## config.mk

```make
export PLATFORM = sky130hd
export DESIGN_NAME = dir_ctrl
export DESIGN_NICKNAME = d
export VERILOG_FILES = /design/src/rtl/dir_ctrl.sv
export SDC_FILE = /design/constraint.sdc
export NUM_CORES = 1
export LEC_CHECK = 0
export CAP_MARGIN = 20
export CELL_PAD_IN_SITES_DETAIL_PLACEMENT = 0
export CELL_PAD_IN_SITES_GLOBAL_PLACEMENT = 2
export CORE_ASPECT_RATIO = 0.6
export CORE_MARGIN = 3
export CORE_UTILIZATION = 30
export DETAILED_ROUTE_END_ITERATION = 6
export PLACE_DENSITY_LB_ADDON = 0.1
export SLEW_MARGIN = 40
export SYNTH_ARGS = -nofsm -noshare
export SYNTH_HDL_FRONTEND = slang
export SYNTH_SLANG_ARGS = --single-unit
```

## constraint.sdc

```tcl
create_clock -name clock -period 3.4 [get_ports clock]
set_clock_uncertainty 0.05 [all_clocks]
set_input_delay 0.51 -clock clock [delete_from_list [all_inputs] [get_ports clock]]
set_output_delay 0.51 -clock clock [all_outputs]
set_load 0.02 [all_outputs]
```

## src/rtl/dir_ctrl.sv

```systemverilog
// Two-processor directory controller: 4-entry directory with data, one request in flight.
// Latency: gnt->rsp_valid is 2 cycles without coherence/memory traffic; otherwise waits on coh_ack/mem_ack.
// Backpressure: requests wait outside IDLE; coh/mem requests are held until acked. Option: DIR_CTRL_RR_ARB_EN.
module dir_ctrl #(
  parameter int DATA_W = 16
) (
  input  logic              clock,
  input  logic              reset,
  input  logic              p0_req,
  input  logic [1:0]        p0_op,
  input  logic [2:0]        p0_addr,
  input  logic [DATA_W-1:0] p0_wdata,
  input  logic              p1_req,
  input  logic [1:0]        p1_op,
  input  logic [2:0]        p1_addr,
  input  logic [DATA_W-1:0] p1_wdata,
  output logic              p0_gnt,
  output logic              p1_gnt,
  output logic              rsp_valid,
  output logic              rsp_dst,
  output logic [DATA_W-1:0] rsp_data,
  output logic              coh_valid,
  output logic              coh_dst,
  output logic [1:0]        coh_type,
  output logic [2:0]        coh_addr,
  input  logic              coh_ack,
  input  logic [DATA_W-1:0] coh_data,
  output logic              mem_req,
  output logic              mem_we,
  output logic [2:0]        mem_addr,
  output logic [DATA_W-1:0] mem_wdata,
  input  logic              mem_ack,
  input  logic [DATA_W-1:0] mem_rdata
);

  localparam logic [1:0] ST_DI = 2'b00, ST_DS = 2'b01, ST_DM = 2'b10;
  localparam logic [1:0] OP_RD = 2'b00, OP_WR = 2'b01, OP_WB = 2'b10;
  localparam logic [1:0] C_INV = 2'b00, C_FETCH = 2'b01, C_FETCH_INV = 2'b10;

  typedef enum logic [2:0] {IDLE, LOOKUP, EVICT_COH, EVICT_WB, FILL, COH_WAIT, RESP} state_t;
  state_t state, state_nx;

  logic [DATA_W-1:0] dir_data [4];
  logic [2:0]        dir_tag  [4];
  logic [1:0]        dir_st   [4];
  logic [1:0]        dir_sh   [4];

  logic              live;      // low during reset and the cycle after it
  logic [1:0]        op_q;
  logic [2:0]        addr_q;
  logic [DATA_W-1:0] wdata_q;
  logic              id_q;
  logic [1:0]        pend;      // coherence targets still to be serviced (bit1=P0, bit0=P1)
  logic [1:0]        ctype;
  logic [DATA_W-1:0] wb_data;   // dirty data fetched from the owner during eviction
  logic              filled;    // entry was just refilled, so a DI entry with matching tag counts as a hit

  logic              out_en, pick1, hit;
  logic [1:0]        idx, rb, own_mask, others, cur_bit, pend_left, lk_pend, lk_type, sel_op;
  logic [2:0]        e_tag;
  logic [1:0]        e_st, e_sh;
  logic [DATA_W-1:0] e_data;

  assign out_en    = live && !reset;
  assign idx       = addr_q[1:0];
  assign e_tag     = dir_tag[idx];
  assign e_st      = dir_st[idx];
  assign e_sh      = dir_sh[idx];
  assign e_data    = dir_data[idx];
  assign hit       = (e_tag == addr_q) && ((e_st != ST_DI) || filled);
  assign rb        = id_q ? 2'b01 : 2'b10;
  assign own_mask  = e_sh[1] ? 2'b10 : 2'b01;
  assign others    = e_sh & ~rb;
  assign cur_bit   = pend[1] ? 2'b10 : 2'b01;
  assign pend_left = pend & ~cur_bit;
  assign sel_op    = p1_gnt ? p1_op : p0_op;

`ifdef DIR_CTRL_RR_ARB_EN
  logic prio;  // 0: P0 wins a tie, 1: P1 wins a tie
  assign pick1 = p1_req && (!p0_req || prio);

  // Round-robin pointer: the port just granted loses the next tie.
  always_ff @(posedge clock) begin
    if (reset)                 prio <= 1'b0;
    else if (p0_gnt || p1_gnt) prio <= p0_gnt;
  end
`else
  assign pick1 = p1_req && !p0_req;
`endif

  // State register.
  always_ff @(posedge clock) begin
    if (reset) state <= IDLE;
    else       state <= state_nx;
  end

  // Next state, outputs and the coherence plan chosen at lookup.
  always_comb begin
    state_nx = state;
    p0_gnt = 1'b0; p1_gnt = 1'b0;
    rsp_valid = 1'b0; rsp_dst = 1'b0; rsp_data = '0;
    coh_valid = 1'b0; coh_dst = 1'b0; coh_type = 2'b00; coh_addr = 3'b000;
    mem_req = 1'b0; mem_we = 1'b0; mem_addr = 3'b000; mem_wdata = '0;
    lk_pend = 2'b00; lk_type = C_INV;
    case (state)
      IDLE: if (out_en && (p0_req || p1_req)) begin
        p1_gnt = pick1; p0_gnt = !pick1; state_nx = LOOKUP;
      end
      LOOKUP: begin
        state_nx = RESP;
        if (!hit) begin
          if (op_q == OP_WB) state_nx = RESP;
          else if (e_st == ST_DS && e_sh != 2'b00) begin
            lk_pend = e_sh; lk_type = C_INV; state_nx = EVICT_COH;
          end else if (e_st == ST_DM) begin
            lk_pend = own_mask; lk_type = C_FETCH_INV; state_nx = EVICT_COH;
          end else state_nx = FILL;
        end else if (op_q == OP_WR) begin
          if (e_st == ST_DS && others != 2'b00) begin
            lk_pend = others; lk_type = C_INV; state_nx = COH_WAIT;
          end else if (e_st == ST_DM && e_sh != rb) begin
            lk_pend = own_mask; lk_type = C_FETCH_INV; state_nx = COH_WAIT;
          end
        end else if (op_q == OP_RD && e_st == ST_DM && e_sh != rb) begin
          lk_pend = own_mask; lk_type = C_FETCH; state_nx = COH_WAIT;
        end
      end
      EVICT_COH, COH_WAIT: begin
        coh_valid = 1'b1; coh_dst = !pend[1]; coh_type = ctype; coh_addr = e_tag;
        if (coh_ack && pend_left == 2'b00) begin
          if (state == COH_WAIT)         state_nx = RESP;
          else if (ctype == C_FETCH_INV) state_nx = EVICT_WB;
          else                           state_nx = FILL;
        end
      end
      EVICT_WB: begin
        mem_req = 1'b1; mem_we = 1'b1; mem_addr = e_tag; mem_wdata = wb_data;
        if (mem_ack) state_nx = FILL;
      end
      FILL: begin
        mem_req = 1'b1; mem_addr = addr_q;
        if (mem_ack) state_nx = LOOKUP;
      end
      RESP: begin
        rsp_valid = 1'b1; rsp_dst = id_q; rsp_data = e_data; state_nx = IDLE;
      end
      default: state_nx = IDLE;
    endcase
    if (!out_en) begin
      p0_gnt = 1'b0; p1_gnt = 1'b0;
      rsp_valid = 1'b0; rsp_dst = 1'b0; rsp_data = '0;
      coh_valid = 1'b0; coh_dst = 1'b0; coh_type = 2'b00; coh_addr = 3'b000;
      mem_req = 1'b0; mem_we = 1'b0; mem_addr = 3'b000; mem_wdata = '0;
    end
  end

  // Request latch and coherence bookkeeping for the transaction in flight.
  always_ff @(posedge clock) begin
    if (reset) begin
      live <= 1'b0; op_q <= OP_RD; addr_q <= 3'b000; wdata_q <= '0; id_q <= 1'b0;
      pend <= 2'b00; ctype <= C_INV; wb_data <= '0; filled <= 1'b0;
    end else begin
      live <= 1'b1;
      if (p0_gnt || p1_gnt) begin
        id_q    <= p1_gnt;
        op_q    <= (sel_op == 2'b11) ? OP_RD : sel_op;
        addr_q  <= p1_gnt ? p1_addr : p0_addr;
        wdata_q <= p1_gnt ? p1_wdata : p0_wdata;
        filled  <= 1'b0;
      end
      if (state == LOOKUP) begin
        pend <= lk_pend; ctype <= lk_type;
      end
      if ((state == EVICT_COH || state == COH_WAIT) && coh_ack) begin
        pend <= pend_left;
        if (state == EVICT_COH) wb_data <= coh_data;
      end
      if (state == FILL && mem_ack) filled <= 1'b1;
    end
  end

  // Directory entry updates: immediate hits, coherence completion and refill.
  always_ff @(posedge clock) begin
    if (reset) begin
      for (int i = 0; i < 4; i++) begin
        dir_data[i] <= '0; dir_tag[i] <= 3'b000; dir_st[i] <= ST_DI; dir_sh[i] <= 2'b00;
      end
    end else begin
      case (state)
        LOOKUP: if (hit && state_nx == RESP) begin
          case (op_q)
            OP_WR: if (e_st != ST_DM) begin
              dir_st[idx] <= ST_DM; dir_sh[idx] <= rb;
            end
            OP_WB: if (e_st == ST_DM && e_sh == rb) begin
              dir_data[idx] <= wdata_q; dir_st[idx] <= ST_DI; dir_sh[idx] <= 2'b00;
            end
            default: begin
              if (e_st == ST_DI) begin
                dir_st[idx] <= ST_DS; dir_sh[idx] <= rb;
              end else if (e_st == ST_DS) dir_sh[idx] <= e_sh | rb;
            end
          endcase
        end
        COH_WAIT: if (coh_ack && pend_left == 2'b00) begin
          case (ctype)
            C_FETCH: begin
              dir_data[idx] <= coh_data; dir_st[idx] <= ST_DS; dir_sh[idx] <= 2'b11;
            end
            C_FETCH_INV: begin
              dir_data[idx] <= coh_data; dir_st[idx] <= ST_DM; dir_sh[idx] <= rb;
            end
            default: begin
              dir_st[idx] <= ST_DM; dir_sh[idx] <= rb;
            end
          endcase
        end
        FILL: if (mem_ack) begin
          dir_data[idx] <= mem_rdata; dir_tag[idx] <= addr_q;
          dir_st[idx] <= ST_DI; dir_sh[idx] <= 2'b00;
        end
        default: ;
      endcase
    end
  end

endmodule

```

==> flow_metrics.tcl <==
set metrics [dict create \
    antenna_found_initial 2 \
    drc_errors 0 \
    viasPerCell 5.12 \
    grtUsageMet2_pct 25.7 \
    finalHoldViolations 0 \
    fin_setup_tns_ns 0 \
    max_stage_delay_ns 0.57 \
    antenna_left 0 \
    min_to "wb_data[0]" \
    num_vias 6181 \
    layout_commonest_cell "clkdlybuf4s50_1" \
    clk_latency_ns 0.43 \
    ys_ff_latch 141 \
    cts_buffers 17 \
    critPathBufInv 3 \
    cts-hold-fix-buffers 0 \
    synthCells 730 \
    rsz0062_at_grt "no" \
    fmax_ghz 0.308 \
    worstHoldPathType "flip-flop to flip-flop" \
    gp_congestion 0.876 \
    min_path_cells 2 \
    worst_pin_slew_ns 0.753 \
    cts_tree "done" \
    synth_area_mm2 0.00731 \
    wirelength_um 26200 \
    min_from "wb_data[0]" \
    grt_util_met1_pct 32.7 \
    synth_edf_count 92 \
    required_ns 3.49 \
    clock-sinks 141 \
    post-place-cells 1175 \
    worst_setup_path_end_kind "flip-flop" \
    max_slew_margin_pct 49.6 \
    synth_cell_types 59 \
    cp_top_family "simple AND/OR/NAND/NOR gates" \
    cap_violations 0 \
    final_cell_mix "clkdlybuf4s50_1, nor2_1, edfxtp_1, nand2_1, dfxtp_1" \
    cts_setup_buffers 0 \
    fin_cells 1207 \
    fin_nets 968 \
    placementRows 43 \
    max-clock-path-buffers 2 \
    hold_slack_ns 0.406 \
    r2r_cells 11 \
    synth.avg_cell_area_um2 10.0 \
    startpoint_type "flip-flop" \
    die-area_mm2 0.0263 \
    grtUsageTotal_pct 19.8 \
    overflow 0 \
    synthArstFlopShare_pct 0 \
    finalCritPeriodShare_pct 95.5 \
    drive_gt1_share_pct 13.7 \
    worst_slack_ns 0.152 \
    placed_cell_area_mm2 0.00920 \
    ioPinCount 128 \
    stdcell_area_mm2 0.00982 \
    ys_seq_area_share_pct 51.2 \
    core_area_mm2 0.0235 \
    port_buffers 127 \
    r2r_setup_slack_ns 0.15 \
    fillers 2278 \
    clk_pin_slew_ns 0.06 \
    cp_max_fo 16 \
    initial_core_util_pct 31.1 \
    h-tree-depth 4 \
    slowest_stage "mux4_2" \
    met3_usage_pct 4.30 \
    ys.flop_type "edfxtp_1" \
    area_growth_pct 34.3 \
    finalPower_mw 4.50 \
    die_h_um 127 \
    power_density_mw_per_mm2 459 \
    cellLeakagePower_nw 3.54 \
    crit_chain "mux4_2 -> inv_1 -> ha_1 -> nor2_1 -> nand2_1 -> a21oi_2 -> buf_4 -> nor2_1 -> nor4_1 -> buf_4 -> o32ai_1" \
    place_ws_ns 0.180 \
    antenna_cells 0 \
    drtIter0Drc 703 \
    outcome "complete, no violations" \
    ys_warn_count 0 \
    grt-busiest-layer "met1" \
    peakVddDrop_uv 350 \
    final_util_pct 41.7 \
    critPathKind "flip-flop to flip-flop" \
    grt_pass1_vias 6189 \
    grt_max_degree 34 \
    grt_pass1_wl_um 39100 \
    rr_endpoint "dir_sh[0][0]" \
    finalSetupViolations 0 \
    wl_per_cell_um 21.7 \
    die_x_um 207 \
    maxSlewViolCount 0 \
    cts-root-buf "clkbuf_16" \
    crit_arrival_ns 3.34 \
    hpwl_um 19400 \
    first_pass_iters 6 \
    period_minus_slack_ns 3.25 \
]
what timing repair did:
action | 4_1_cts | 5_1_grt
endpoints found under the hold margin | 0 | 0
gates resized for setup | 0 | 4
endpoints found under the setup margin | 0 | 41
cell type report:
type,count,area [µm²],share of cell area (%)
sequential,141,3740,38.2
multi-input combinational,506,3250,33.1
timing repair buffer,178,1690,17.2
clock buffer,20,447,4.55
tap,315,394,4.02
clock inverter,12,160,1.63
inverter,35,131,1.34
per-layer routing:
layer	part of all wire, %	wire length (µm)	up-vias
met5	0.080	21	-
met3	7.2	1880	20
li1	-	-	2939
met4	0.58	153	4
met1	54	14000	2994
met2	39	10100	224
cell families (layout without fill, tap and decap cells):
| kind of cell | count (synthesis) | after routing | share of synthesized area, % |
|---|---|---|---|
| buffers and inverters | 86 | 245 | 4.55 |
| AO/OA/AOI/OAI | 155 | 155 | 14.7 |
| other | 1 | 4 | 0.0513 |
| flip-flops | 141 | 141 | 51.2 |
| adder cells (fa/ha/maj) | 9 | 9 | 1.54 |
| XOR/XNOR | 3 | 3 | 0.360 |
| multiplexers | 28 | 28 | 7.64 |
| AND/OR/NAND/NOR | 307 | 307 | 20.0 |
worst max-delay path by stage:
stage               from              to  slack, ns  depth (start not counted)
2_1_floorplan  flip-flop  dir_data[0][0]      -0.19                         10
3_3_place_gp   flip-flop    dir_sh[0][0]       0.20                         11
3_5_place_dp   flip-flop    dir_sh[0][0]       0.18                         11
4_1_cts         state[0]     coh_addr[1]       0.17                          8
5_1_grt         state[0]     coh_addr[1]       0.02                          8
6_report       flip-flop    dir_sh[0][0]       0.15                         11
Yosys cell counts (8+ instances only):
| master | number | area, µm² |
|---|---|---|
| nand3_1 | 16 | 80.1 |
| mux4_2 | 22 | 495 |
| nor2b_1 | 27 | 169 |
| inv_1 | 34 | 128 |
| a311oi_1 | 19 | 166 |
| nor2_1 | 100 | 375 |
| ha_1 | 9 | 113 |
| dfxtp_1 | 49 | 981 |
| o21ai_0 | 20 | 100 |
| nor3_1 | 12 | 60.1 |
| or2_2 | 8 | 50.1 |
| clkbuf_1 | 41 | 154 |
| a31oi_1 | 21 | 131 |
| buf_2 | 8 | 40.0 |
| nand2_1 | 90 | 338 |
| a22o_1 | 21 | 184 |
| and2_1 | 22 | 138 |
| edfxtp_1 | 92 | 2760 |
| a21oi_1 | 35 | 175 |
power by group:
group	switching (mW)	internal (mW)
Combinational	0.329	0.265
Clock	0.782	1.18
Sequential	0.0399	1.90
state kept, by name, indices dropped and copies added, names as in the netlist, named ones only:
signal and count:
addr_q 3, dir_tag 12, wb_data 16, filled 1, live 1, wdata_q 16
dir_data 64, op_q 2, pend 2, ctype 2, dir_sh 8, id_q 1
state 3, dir_st 8
tightest hold or removal path, delay by kind of cell, from the launching register on:
family | cells | cell delay, ns
compound gates | 1 | 0.06
simple gates | 1 | 0.05
flops | 1 | 0.30
Note: power is estimated with default switching activity, not from simulation.
